$ cat src/rtl/id_ex_decode.sv
// rtl/id_ex_decode.sv - MIPS instruction decode, ID/EX pipeline register and load-use hazard detect
// Optional DECODE_ILLEGAL_TRAP_EN adds an illegal-instruction flag, a sticky flag and the first illegal PC.
module id_ex_decode #(
   parameter int PC_WIDTH  = 32,
   parameter int IMM_WIDTH = 16,
   parameter int REG_AW    = 5
) (
   input  logic                 d_i_clk,
   input  logic                 d_i_rst,
   input  logic                 d_i_valid,
   input  logic [31:0]          d_i_instr,
   input  logic [PC_WIDTH-1:0]  d_i_pc,
   input  logic                 d_i_stall,
   input  logic                 d_i_flush,
   output logic                 d_o_valid,
   output logic [4:0]           d_o_funct,
   output logic                 d_o_alu_src,
   output logic [IMM_WIDTH-1:0] d_o_imm,
   output logic                 d_o_imm_zext,
   output logic [REG_AW-1:0]    d_o_rs_addr,
   output logic [REG_AW-1:0]    d_o_rt_addr,
   output logic [REG_AW-1:0]    d_o_rd_addr,
   output logic                 d_o_reg_write,
   output logic                 d_o_mem_read,
   output logic                 d_o_mem_write,
   output logic                 d_o_branch,
   output logic                 d_o_jump,
   output logic [25:0]          d_o_jtarget,
   output logic [PC_WIDTH-1:0]  d_o_pc,
`ifdef DECODE_ILLEGAL_TRAP_EN
   output logic                 d_o_illegal,
   output logic                 d_o_illegal_seen,
   output logic [PC_WIDTH-1:0]  d_o_illegal_pc,
`endif
   output logic                 d_o_hazard_stall
);

   localparam logic [4:0] F_ADD  = 5'd0;
   localparam logic [4:0] F_SUB  = 5'd1;
   localparam logic [4:0] F_AND  = 5'd2;
   localparam logic [4:0] F_OR   = 5'd3;
   localparam logic [4:0] F_NOR  = 5'd4;
   localparam logic [4:0] F_SLT  = 5'd5;
   localparam logic [4:0] F_SLTU = 5'd6;
   localparam logic [4:0] F_SLL  = 5'd7;
   localparam logic [4:0] F_SRL  = 5'd8;
   localparam logic [4:0] F_SRA  = 5'd9;
   localparam logic [4:0] F_EQ   = 5'd10;
   localparam logic [4:0] F_NEQ  = 5'd11;
   localparam logic [4:0] F_ADDU = 5'd14;
   localparam logic [4:0] F_SUBU = 5'd17;
   localparam logic [4:0] F_LUI  = 5'd18;
   localparam logic [4:0] F_JR   = 5'd19;
   localparam logic [4:0] F_ILL  = 5'd31;

   typedef struct packed {
      logic                 valid;
      logic [4:0]           funct;
      logic                 alu_src;
      logic [IMM_WIDTH-1:0] imm;
      logic                 imm_zext;
      logic [REG_AW-1:0]    rs;
      logic [REG_AW-1:0]    rt;
      logic [REG_AW-1:0]    rd;
      logic                 reg_write;
      logic                 mem_read;
      logic                 mem_write;
      logic                 branch;
      logic                 jump;
      logic [25:0]          jtarget;
      logic [PC_WIDTH-1:0]  pc;
   } idex_t;

   idex_t             dec;
   idex_t             nxt;
   idex_t             q;
   logic              dec_legal;
   logic [5:0]        opcode;
   logic [5:0]        fn;
   logic [4:0]        shamt;
   logic [4:0]        shift_code;
   logic [REG_AW-1:0] f_rs;
   logic [REG_AW-1:0] f_rt;
   logic [REG_AW-1:0] f_rd;
   logic              src1_match;
   logic              src2_match;

   assign opcode = d_i_instr[31:26];
   assign fn     = d_i_instr[5:0];
   assign shamt  = d_i_instr[10:6];
   assign f_rs   = REG_AW'(d_i_instr[25:21]);
   assign f_rt   = REG_AW'(d_i_instr[20:16]);
   assign f_rd   = REG_AW'(d_i_instr[15:11]);

   // funct[1:0] selects the shift kind for both the shamt and variable forms
   assign shift_code = (fn[1:0] == 2'b00) ? F_SLL : (fn[0] ? F_SRA : F_SRL);

   always_comb begin
      dec       = '0;
      dec_legal = 1'b1;
      dec.valid = d_i_valid;
      dec.pc    = d_i_pc;
      dec.rs    = f_rs;
      dec.rt    = f_rt;
      dec.imm   = IMM_WIDTH'(d_i_instr[15:0]);
      case (opcode)
         6'h00: begin
            dec.rd        = f_rd;
            dec.reg_write = 1'b1;
            dec.imm       = '0;
            case (fn)
               6'h20: dec.funct = F_ADD;
               6'h21: dec.funct = F_ADDU;
               6'h22: dec.funct = F_SUB;
               6'h23: dec.funct = F_SUBU;
               6'h24: dec.funct = F_AND;
               6'h25: dec.funct = F_OR;
               6'h27: dec.funct = F_NOR;
               6'h2A: dec.funct = F_SLT;
               6'h2B: dec.funct = F_SLTU;
               6'h00, 6'h02, 6'h03: begin
                  dec.funct   = shift_code;
                  dec.rs      = f_rt;
                  dec.alu_src = 1'b1;
                  dec.imm     = IMM_WIDTH'(shamt);
               end
               6'h04, 6'h06, 6'h07: begin
                  // the value being shifted travels as operand 1, the amount as operand 2
                  dec.funct = shift_code;
                  dec.rs    = f_rt;
                  dec.rt    = f_rs;
               end
               6'h08: begin
                  dec.funct     = F_JR;
                  dec.reg_write = 1'b0;
               end
               default: dec_legal = 1'b0;
            endcase
         end
         6'h08, 6'h09, 6'h0A, 6'h0B, 6'h0C, 6'h0D, 6'h0F, 6'h23: begin
            dec.alu_src   = 1'b1;
            dec.rd        = f_rt;
            dec.reg_write = 1'b1;
            dec.mem_read  = (opcode == 6'h23);
            dec.imm_zext  = (opcode == 6'h0C) || (opcode == 6'h0D);
            case (opcode)
               6'h09:   dec.funct = F_ADDU;
               6'h0A:   dec.funct = F_SLT;
               6'h0B:   dec.funct = F_SLTU;
               6'h0C:   dec.funct = F_AND;
               6'h0D:   dec.funct = F_OR;
               6'h0F:   dec.funct = F_LUI;
               default: dec.funct = F_ADD;
            endcase
         end
         6'h2B: begin
            dec.funct     = F_ADD;
            dec.alu_src   = 1'b1;
            dec.mem_write = 1'b1;
         end
         6'h04, 6'h05: begin
            dec.funct  = opcode[0] ? F_NEQ : F_EQ;
            dec.branch = 1'b1;
         end
         6'h02: begin
            dec.rs      = '0;
            dec.rt      = '0;
            dec.imm     = '0;
            dec.jump    = 1'b1;
            dec.jtarget = d_i_instr[25:0];
         end
         default: dec_legal = 1'b0;
      endcase
      if (!dec_legal) begin
         dec       = '0;
         dec.funct = F_ILL;
         dec.valid = d_i_valid;
         dec.pc    = d_i_pc;
      end
      // writes to $0 are dropped so the all-zero NOP is side-effect free
      if (dec.rd == '0) begin
         dec.reg_write = 1'b0;
      end
   end

   assign src1_match = (dec.rs == q.rd);
   assign src2_match = (!dec.alu_src || dec.mem_write) && (dec.rt == q.rd);
   assign d_o_hazard_stall = d_i_valid && q.valid && q.mem_read && (q.rd != '0) &&
                             (src1_match || src2_match);

   always_comb begin
      nxt = dec;
      if (!d_i_valid) begin
         nxt.reg_write = 1'b0;
         nxt.mem_read  = 1'b0;
         nxt.mem_write = 1'b0;
         nxt.branch    = 1'b0;
         nxt.jump      = 1'b0;
      end
      if (d_i_flush || d_o_hazard_stall) begin
         nxt = '0;
      end
   end

   // flush overrides stall; a hazard bubble is folded into nxt
   always_ff @(posedge d_i_clk or posedge d_i_rst) begin
      if (d_i_rst) begin
         q <= '0;
      end else if (d_i_flush || !d_i_stall) begin
         q <= nxt;
      end
   end

   assign d_o_valid     = q.valid;
   assign d_o_funct     = q.funct;
   assign d_o_alu_src   = q.alu_src;
   assign d_o_imm       = q.imm;
   assign d_o_imm_zext  = q.imm_zext;
   assign d_o_rs_addr   = q.rs;
   assign d_o_rt_addr   = q.rt;
   assign d_o_rd_addr   = q.rd;
   assign d_o_reg_write = q.reg_write;
   assign d_o_mem_read  = q.mem_read;
   assign d_o_mem_write = q.mem_write;
   assign d_o_branch    = q.branch;
   assign d_o_jump      = q.jump;
   assign d_o_jtarget   = q.jtarget;
   assign d_o_pc        = q.pc;

`ifdef DECODE_ILLEGAL_TRAP_EN
   logic                ill_q;
   logic                ill_seen_q;
   logic [PC_WIDTH-1:0] ill_pc_q;
   logic                load_en;
   logic                ill_load;

   assign load_en  = !d_i_flush && !d_i_stall && !d_o_hazard_stall;
   assign ill_load = load_en && d_i_valid && !dec_legal;

   always_ff @(posedge d_i_clk or posedge d_i_rst) begin
      if (d_i_rst) begin
         ill_q      <= 1'b0;
         ill_seen_q <= 1'b0;
         ill_pc_q   <= '0;
      end else begin
         if (d_i_flush || !d_i_stall) begin
            ill_q <= ill_load;
         end
         if (ill_load && !ill_seen_q) begin
            ill_seen_q <= 1'b1;
            ill_pc_q   <= d_i_pc;
         end
      end
   end

   assign d_o_illegal      = ill_q;
   assign d_o_illegal_seen = ill_seen_q;
   assign d_o_illegal_pc   = ill_pc_q;
`endif

endmodule

$ cat config.mk
export PLATFORM = sky130hd
export DESIGN_NAME = id_ex_decode
export DESIGN_NICKNAME = d
export VERILOG_FILES = /design/src/rtl/id_ex_decode.sv
export SDC_FILE = /design/constraint.sdc
export NUM_CORES = 1
export LEC_CHECK = 0
export CELL_PAD_IN_SITES_DETAIL_PLACEMENT = 1
export CELL_PAD_IN_SITES_GLOBAL_PLACEMENT = 1
export CORE_UTILIZATION = 35
export DETAILED_ROUTE_END_ITERATION = 10
export GPL_ROUTABILITY_DRIVEN = 1
export PLACE_DENSITY = 0.79
export REMOVE_ABC_BUFFERS = 1
export SLEW_MARGIN = 0
export SYNTH_ARGS = -nofsm -noshare
export SYNTH_HDL_FRONTEND = slang
export SYNTH_SLANG_ARGS = --single-unit
$ cat constraint.sdc
create_clock -name d_i_clk -period 5.8 [get_ports d_i_clk]
set_input_delay 1.45 -clock d_i_clk [delete_from_list [all_inputs] [get_ports d_i_clk]]
set_output_delay 1.45 -clock d_i_clk [all_outputs]
set_load 0.1 [all_outputs]
==> out/metrics.csv, run 1 <==
metric,value,unit
finalHoldViolCount,0,
hold_class,flop to flop,
crit_end,d_o_hazard_stall,
tightest_slew,1.17,ns
grt_antenna_before_repair,0,
cp_data_arrival_time,4.20,ns
dp_hpwl,12800,microns
gp_congestion,0.916,
ir_worst_vdd,0.148,mV
min_path_cells,1,
cts-root-buf,clkbuf_16,
p_leak,3.18,nW
netlist.area_leader.share,50.6,%
p_switching,0.558,mW
synth_xor_area_share,0.695,%
cp.depth,11,
drc,0,
setup_slack,0.150,ns
numPlacedInstances,804,
worstSetupPathType,input pin to output port,
power_density,233,nW/um^2
synth_fa_ha_area_share,0,%
ff2ff_setup_slack,3.14,ns
firstDrtPassIters,4,
layout-drive-gt1-share,11.3,%
routed_wirelength,17800,microns
clock_path_buffers,2,
synth_compound_area_share,28.4,%
reg2reg_to,d_o_rs_addr[0],
final_design_area_no_fill,7350,sq um
rr_worst_depth,8,
layout_min_cycle_time,5.65,ns
yosys-top-cells-area,"dfrtp_1, a22o_1, a32o_1",
grt_overflow_total,0,
netlist_top_cells_count,"dfrtp_1, a22o_1, clkbuf_1",
grt_setup_unrepaired,no,
fin_skew,0.00762,ns
power_frac_seq,43.4,%
ant_nets,0,
port_buffers,171,
synth_top_family_by_area,compound AO/OA/AOI/OAI gates,
required,4.35,ns
setup_viol,0,
die_area,14900,sq um
slew_headroom,21.7,%
max_stage_delay,0.52,ns
layout.nets,704,
setup.worst_path.start,d_i_instr[26],
endpoint_kind,output port,
start_kind,input pin,
final_cells,818,
status,completed,
postCtsHoldBufs,0,
synth-seq-cells,102,
cpLargestDelayFamily,simple AND/OR/NAND/NOR gates,
synth_mux_area_share,0.621,%
yosysUniqueCellTypes,54,
yosys.area.top_type,dfrtp_1,
cts_setup_buffers,0,
path_clk_slew,0.06,ns
synth_cells,465,
period_share,97.4,%
critPathSlowestCell,clkdlybuf4s50_1,
core_area,14000,sq um
ys_warn_count,0,
r2r-start,d_o_rd_addr[3],
synthFlopType,dfrtp_1,
max_freq,177,MHz
post-place-ws,-0.111,ns
drv_cap,0,
grt_pass1_wl,28100,microns
power_frac_comb,23.7,%
insertion_delay,0.35,ns
path_buf_inv,3,
avgViaCountPerCell,5.78,
crit_chain,"clkdlybuf4s50_1, or3_4, nor4_4, o2111ai_1, and2_4, nor4_2, nor3_1, a211o_1, and2_0, inv_1, buf_12",
via_count,4730,
placed_area,7020,sq um
num_antenna_cells,0,
ys_seq_area_share,50.6,%
synthArstFlopShare,100,%
synth_most_common_cell,dfrtp_1,
p_int,1.16,mW
cts.sinks,102,
cts-htree-levels,3,
syn_to_final_growth,45.9,%
setup_tns,0,ns
fp.dieW,122,microns
netlist_area,5040,sq um
swShare,32.5,%
io_pins,172,
power.share.clock,32.9,%
grt_pass1_vias,4939,
grt.total_usage,24.6,%
grt_max_degree,102,
synthSimpleGateAreaFrac,14.5,%
syn_area_per_cell,10.8,sq um
cts_inserted_buffers,9,
num_rows,43,
die_h,122,microns
maxSlewViolCount,0,
synth_edf_count,0,
wl_per_cell,21.8,microns
drtIter0Drc,291,
start_util,36.0,%
crit_fanout,9,
cts_tree,done,
state kept, by name, indices dropped and copies added (netlist names):
signal         count
d_o_jump           1
d_o_mem_read       1
d_o_rt_addr        5
d_o_imm_zext       1
d_o_jtarget       26
d_o_rd_addr        5
d_o_rs_addr        5
d_o_alu_src        1
d_o_mem_write      1
d_o_valid          1
d_o_branch         1
d_o_pc            32
d_o_imm           16
d_o_funct          5
d_o_reg_write      1
kinds of logic (layout without fill, tap and decap cells):
group | count (synthesis) | after routing
muxes | 3 | 3
DFF | 102 | 102
buffers and inverters | 53 | 226
AOI/OAI and AO/OA | 176 | 176
xor gates and xnor gates | 4 | 4
and+or+nand+nor | 127 | 127
worst min path at each step:
stage,start,to,slack [ns]
4_1_cts,d_o_imm[2],d_o_imm[2],0.50
2_1_floorplan,d_o_jump,d_o_jump,1.05
6_report,d_o_branch,d_o_branch,0.51
3_3_place_gp,d_o_imm[3],d_o_imm[3],0.48
5_1_grt,d_o_jtarget[25],d_o_jtarget[25],0.52
3_5_place_dp,d_o_imm[2],d_o_imm[2],0.49
metrics by stage:
step                      utilization [%]  hold slack [ns]  power (mW)
after floorplan                         -             1.05       0.996
after global placement               50.2            0.475        1.15
after detailed placement             50.2            0.488        1.16
after CTS                            52.1            0.505        1.73
after global routing                 52.5            0.517        1.79
final                                52.5            0.506        1.72
placed cells by master (no fill, tap or decap), drive strengths merged, types with 8 or more instances in the layout:
cell	instances
dfrtp	102
inv	8
clkbuf	11
and2	17
nand2	15
a41o	11
a21oi	17
o21ai	17
nor3	15
nor2	22
nor2b	8
buf	35
a22o	84
clkdlybuf4s50	170
a32o	18
worst register-to-register path, stage by stage, from the launching register on:
cell and delay [ns]:
dfrtp_1 0.61, nor3_1 0.10, a21oi_1 0.18, nor3b_1 0.27, and3_1 0.23, o311ai_2 0.14
and3_2 0.44, buf_4 0.30, a32o_1 0.27
routing by layer:
metal,global-route usage [%],part of all wire (%),routed length (microns),vias up
met5,0,0,0,-
met4,6.94,1.4,251,0
met3,5.62,6.2,1100,21
met2,40.7,48,8580,164
met1,32.1,44,7900,2410
li1,-,-,-,2135
power groups by stage:
stage               Clock [mW]  Combinational (mW)  Sequential (mW)
CTS                      0.579               0.405            0.744
global route             0.614               0.428            0.746
global placement             0               0.398            0.756
floorplan                    0              0.0887            0.907
detailed placement           0               0.403            0.757
finish                   0.565               0.407            0.744
cell type report:
class,count,area [sq um]
Multi-Input combinational cell,310,2300
Clock buffer,11,243
Sequential cell,102,2550
Timing Repair Buffer,205,1980
Tap cell,180,225
Inverter,7,28.8
Fill cell,1517,6640
Clock inverter,3,21.3
repair_timing:
action | CTS | global route
gates resized for setup | 1 | 14
endpoints found under the setup margin | 1 | 1
pin swaps | 0 | 2
cloned | 0 | 0
Power figures use the tool's default switching activity.
==> inputs of run 2 (changes only) <==
--- a/config.mk
+++ b/config.mk
@@ -5,12 +5,15 @@
 export SDC_FILE = /design/constraint.sdc
 export NUM_CORES = 1
 export LEC_CHECK = 0
+export ABC_AREA = 1
 export CELL_PAD_IN_SITES_DETAIL_PLACEMENT = 1
 export CELL_PAD_IN_SITES_GLOBAL_PLACEMENT = 1
-export CORE_UTILIZATION = 35
+export CORE_UTILIZATION = 33
+export CTS_CLUSTER_DIAMETER = 200
 export DETAILED_ROUTE_END_ITERATION = 10
 export GPL_ROUTABILITY_DRIVEN = 1
-export PLACE_DENSITY = 0.79
+export GPL_TIMING_DRIVEN = 1
+export PLACE_DENSITY = 0.78
 export REMOVE_ABC_BUFFERS = 1
 export SLEW_MARGIN = 0
 export SYNTH_ARGS = -nofsm -noshare
==> out/metrics.csv, run 2 <==
metric,value,unit,change
yosysUniqueCellTypes,32,,-41%
finalHoldViolCount,0,,unchanged
layout_min_cycle_time,5.46,ns,-0.185 ns
start_util,34.1,%,-1.9 points
setup.worst_path.start,d_i_instr[31],,
ys_warn_count,0,,unchanged
avgViaCountPerCell,5.17,,-11%
worstSetupPathType,input pin to output port,,
crit_fanout,17,,+8
ff2ff_setup_slack,2.96,ns,-0.18 ns
drc,0,,unchanged
post-place-ws,0.226,ns,+0.337 ns
largest_reg_flops,32,,unchanged
clock_path_buffers,2,,unchanged
tightest_slew,1.03,ns,-0.141 ns
grt_max_degree,88,,-14%
rr_worst_depth,10,,+2
num_rows,46,,+7.0%
grt_pass1_wl,30600,microns,+9.0%
placed_area,7310,sq um,+4.1%
final_common_cell,nand2_1,,
required,4.35,ns,about the same
port_buffers,171,,unchanged
cts_tree,done,,
drv_cap,0,,unchanged
min_path_cells,2,,+1
whs,0.480,ns,-0.0258 ns
endpoint_kind,output port,,
fin_util,47.5,%,-5.1 points
netlist_top_cells_count,"nand2_1, dfrtp_1, nand4_1",,
ant_nets,0,,unchanged
io_pins,172,,unchanged
netlist_area,5460,sq um,+8.4%
max_freq,183,MHz,+3.4%
crit_end,d_o_hazard_stall,,
setup_viol,0,,unchanged
cts-htree-levels,3,,unchanged
fp.dieW,131,microns,+7.1%
firstDrtPassIters,4,,unchanged
cp_data_arrival_time,4.01,ns,-0.19 ns
final_cell_mix,"nand2_1, clkdlybuf4s50_1, dfrtp_1",,
slew_headroom,31.0,%,+9.3 points
path_clk_slew,0.07,ns,about the same
start_kind,input pin,,
yosys.area.top_type,dfrtp_1,,
grt_antenna_before_repair,0,,unchanged
ys_seq_area_share,46.7,%,-3.9 points
syn_to_final_growth,39.1,%,
setup_slack,0.335,ns,+0.185 ns
num_antenna_cells,0,,unchanged
numPlacedInstances,1090,,+36%
synthArstFlopShare,100,%,unchanged
layout-drive-gt1-share,5.39,%,-5.9 points
final_cells,1106,,+35%
synth-seq-cells,102,,unchanged
power_density,230,nW/um^2,-1.5%
drtIter0Drc,298,,+2.4%
hold_start,d_o_pc[11],,
fin_skew,0.0104,ns,+0.00276 ns
period_share,94.2,%,-3.2 points
cts_setup_buffers,0,,unchanged
maxSlewViolCount,0,,unchanged
cts_inserted_buffers,9,,unchanged
grt.total_usage,23.5,%,-1.2 points
core_area,16000,sq um,+14%
hold_class,flop to flop,,
gp_congestion,0.879,,-4.0%
synth_edf_count,0,,unchanged
ir_worst_vdd,0.132,mV,-10%
cts.sinks,102,,unchanged
die_h,131,microns,+7.1%
grt_pass1_vias,5691,,+15%
via_count,5713,,+21%
r2r-start,d_o_rd_addr[1],,
netlist.area_leader.share,46.7,%,-3.9 points
cts-root-buf,clkbuf_16,,
p_leak,3.75,nW,+18%
wl_per_cell,17.5,microns,-20%
synth_most_common_cell,nand2_1,,
synthFlopType,dfrtp_1,,
reg2reg_to,d_o_jtarget[13],,
grt_setup_unrepaired,no,,
routed_wirelength,19400,microns,+8.6%
dp_hpwl,13500,microns,+5.4%
final_design_area_no_fill,7600,sq um,+3.4%
fill_cells,1996,,+32%
grt_overflow_total,0,,unchanged
status,completed,,
layout.nets,954,,+36%
yosys-top-cells-area,"dfrtp_1, nand2_1, nand4_1",,
synth_cells,742,,+60%
insertion_delay,0.36,ns,about the same
syn_area_per_cell,7.36,sq um,-32%
die_area,17100,sq um,+15%
==> run 2: layout make-up <==
class	count	area [sq um]	area share, %
Timing Repair Buffer	180	1800	23.7
Clock buffer	9	225	2.96
Sequential cell	102	2550	33.6
Clock inverter	7	48.8	0.642
Inverter	51	195	2.57
Tap cell	216	270	3.56
Multi-Input combinational cell	541	2510	33.0
==> run 2: repair_timing <==
action                                  CTS  global route
hold buffers                              0             0
endpoints found under the setup margin    0             1
resized for setup                         0             5
==> run 2: layer usage <==
layer | global-route usage (%) | vias to the layer above | part of all wire (%)
met2 | 38.8 | 181 | 47
met4 | 8.72 | 0 | 2.5
li1 | - | 2749 | -
met1 | 30.7 | 2753 | 45
met5 | 0 | - | 0
met3 | 4.07 | 30 | 5.5
==> run 2: worst min path at each step <==
stage | to | slack [ns]
2_1_floorplan | d_o_branch | 1.0
3_3_place_gp | d_o_pc[1] | 0.46
3_5_place_dp | d_o_pc[5] | 0.46
4_1_cts | d_o_pc[11] | 0.48
5_1_grt | d_o_pc[30] | 0.50
6_report | d_o_pc[11] | 0.48
==> run 2: where the power goes <==
part	internal [mW]	switching (mW)	total [mW]	leakage, nW
Clock	0.294	0.289	0.583	0.141
Combinational	0.111	0.307	0.418	2.21
Sequential	0.733	0.0124	0.745	1.39
==> run 2: cells by family after synthesis <==
group,Yosys count,share of synthesized area (%)
simple gates,476,38.8
compound gates,65,6.64
flops,102,46.7
buf+inv,99,7.88
==> run 2: worst max-delay path, cell delays in order <==
cell	delay, ns
clkdlybuf4s50_1	0.48
nor2_4	0.29
nand3_4	0.20
nand2_2	0.22
inv_2	0.18
a21oi_4	0.23
o21ai_1	0.13
nand3_1	0.11
nand2_1	0.06
nor2_1	0.10
nand3_1	0.09
nand2_1	0.09
nand2_2	0.05
inv_1	0.13
buf_12	0.20
==> run 2: metrics by stage <==
step           power [mW]  setup TNS (ns)
3_3_place_gp         1.17               0
3_5_place_dp         1.18               0
2_1_floorplan        1.02          -11.80
4_1_cts              1.77               0
6_report             1.75               0
5_1_grt              1.82               0
==> inputs of run 3 (changes only) <==
--- a/config.mk
+++ b/config.mk
@@ -8,6 +8,7 @@
 export ABC_AREA = 1
 export CELL_PAD_IN_SITES_DETAIL_PLACEMENT = 1
 export CELL_PAD_IN_SITES_GLOBAL_PLACEMENT = 1
+export CORE_ASPECT_RATIO = 1.2
 export CORE_UTILIZATION = 33
 export CTS_CLUSTER_DIAMETER = 200
 export DETAILED_ROUTE_END_ITERATION = 10
==> out/metrics.csv, run 3 (synthesized netlist as in run 2, its figures left out) <==
metric,value,unit,change
insertion_delay,0.35,ns,about the same
finalPower,1.76,mW,+0.90%
layout-drive-gt1-share,5.17,%,-0.22 points
setup_tns,0,ns,unchanged
core_area,16200,sq um,+1.3%
required,4.35,ns,about the same
firstDrtPassIters,4,,unchanged
grt_pass1_wl,31200,microns,+2.1%
dp_hpwl,13400,microns,-1.0%
grt_overflow_total,0,,unchanged
clock_path_buffers,2,,unchanged
status,completed,,
die_h,143,microns,+9.4%
crit_fanout,17,,unchanged
ir_worst_vdd,0.124,mV,-6.0%
grt_antenna_before_repair,0,,unchanged
path_clk_slew,0.07,ns,about the same
cts-root-buf,clkbuf_16,,
fp.dieW,119,microns,-8.6%
placed_area,7290,sq um,-0.24%
final_cell_mix,"nand2_1, clkdlybuf4s50_1, dfrtp_1",,
avgViaCountPerCell,5.17,,about the same
tightest_slew,1.08,ns,+0.0457 ns
cts_setup_buffers,0,,unchanged
worstSetupPathType,input pin to output port,,
drc,0,,unchanged
power_density,232,nW/um^2,+1.1%
cts-htree-levels,3,,unchanged
start_util,33.7,%,-0.44 points
fin_skew,0.00766,ns,-0.00272 ns
cp_data_arrival_time,4.14,ns,+0.13 ns
grt_pass1_vias,5800,,+1.9%
routed_wirelength,19500,microns,+0.59%
start_kind,input pin,,
grt.total_usage,23.3,%,-0.20 points
grt_max_degree,103,,+17%
post-place-ws,0.185,ns,-0.0411 ns
ff_latch_area,2550,sq um,unchanged
endpoint_kind,output port,,
fin_util,46.8,%,-0.69 points
drtIter0Drc,432,,+45%
die_area,17100,sq um,about the same
slew_headroom,28.0,%,-2.9 points
numPlacedInstances,1086,,-0.37%
cts.sinks,102,,unchanged
num_rows,51,,+11%
wl_per_cell,17.7,microns,+0.95%
setup_slack,0.214,ns,-0.122 ns
largest_reg_flops,32,,unchanged
grt_setup_unrepaired,no,,
syn_to_final_growth,38.8,%,
fill_cells,2053,,+2.9%
final_cells,1102,,-0.36%
cts_tree,done,,
multi_input_area,2490,sq um,-0.50%
final_common_cell,nand2_1,,
setup_viol,0,,unchanged
whs,0.478,ns,-0.00155 ns
port_buffers,171,,unchanged
finalHoldViolCount,0,,unchanged
p_leak,3.74,nW,-0.15%
layout_min_cycle_time,5.59,ns,+0.122 ns
max_freq,179,MHz,-2.2%
io_pins,172,,unchanged
final_design_area_no_fill,7590,sq um,-0.18%
period_share,96.3,%,+2.1 points
ant_nets,0,,unchanged
num_antenna_cells,0,,unchanged
drv_cap,0,,unchanged
via_count,5697,,-0.28%
maxSlewViolCount,0,,unchanged
hold_class,flop to flop,,
gp_congestion,0.888,,+0.99%
cts_inserted_buffers,9,,unchanged
layout.nets,954,,unchanged
-- run 3: final timing paths --
kind / start / to / slack, ns / depth (start not counted)
min in group asynchronous: d_i_rst / d_o_pc[19] / 1.61 / 2
max in group asynchronous: d_i_rst / d_o_jtarget[13] / 3.09 / 3
hold / removal: d_o_pc[27] / d_o_pc[27] / 0.48 / 2
hold reg to reg: d_o_pc[27] / d_o_pc[27] / 0.48 / 2
setup reg to reg: d_o_rd_addr[0] / d_o_jtarget[15] / 2.93 / 8
setup / recovery: d_i_instr[30] / d_o_hazard_stall / 0.21 / 15
-- run 3: area by class of cell --
type                       count  share of cell area [%]
tap                          212                    3.50
sequential                   102                    33.6
timing repair buffer         180                    23.6
clock inverter                 6                   0.693
inverter                      51                    2.56
multi-input combinational    541                    32.9
clock buffer                  10                    3.15
-- run 3: layer usage --
metal | vias up | GRT usage, % | wire, microns
li1 | 2743 | - | -
met1 | 2767 | 29.9 | 8500
met2 | 162 | 40.6 | 9780
met3 | 25 | 2.64 | 778
met4 | 0 | 7.50 | 423
met5 | - | 0 | 0
-- run 3: where the power goes --
part	switching [mW]	internal (mW)
sequential	0.0124	0.732
clock	0.292	0.310
combinational	0.305	0.110
total	0.610	1.15
-- run 3: what timing repair did --
item,in CTS,in global routing
setup endpoints to repair,0,1
resized for setup,0,1
hold buffers,0,0
-- run 3: critical path, stage by stage --
cell and delay (ns):
clkdlybuf4s50_1 0.46, nor2_4 0.28, nand3_2 0.27, nand2_2 0.27, inv_2 0.19, a21oi_4 0.25, o21ai_1 0.13, nand3_1 0.10
nand2_1 0.06, nor2_1 0.13, nand3_1 0.09, nand2_1 0.08, nand2_2 0.05, inv_1 0.12, buf_12 0.19
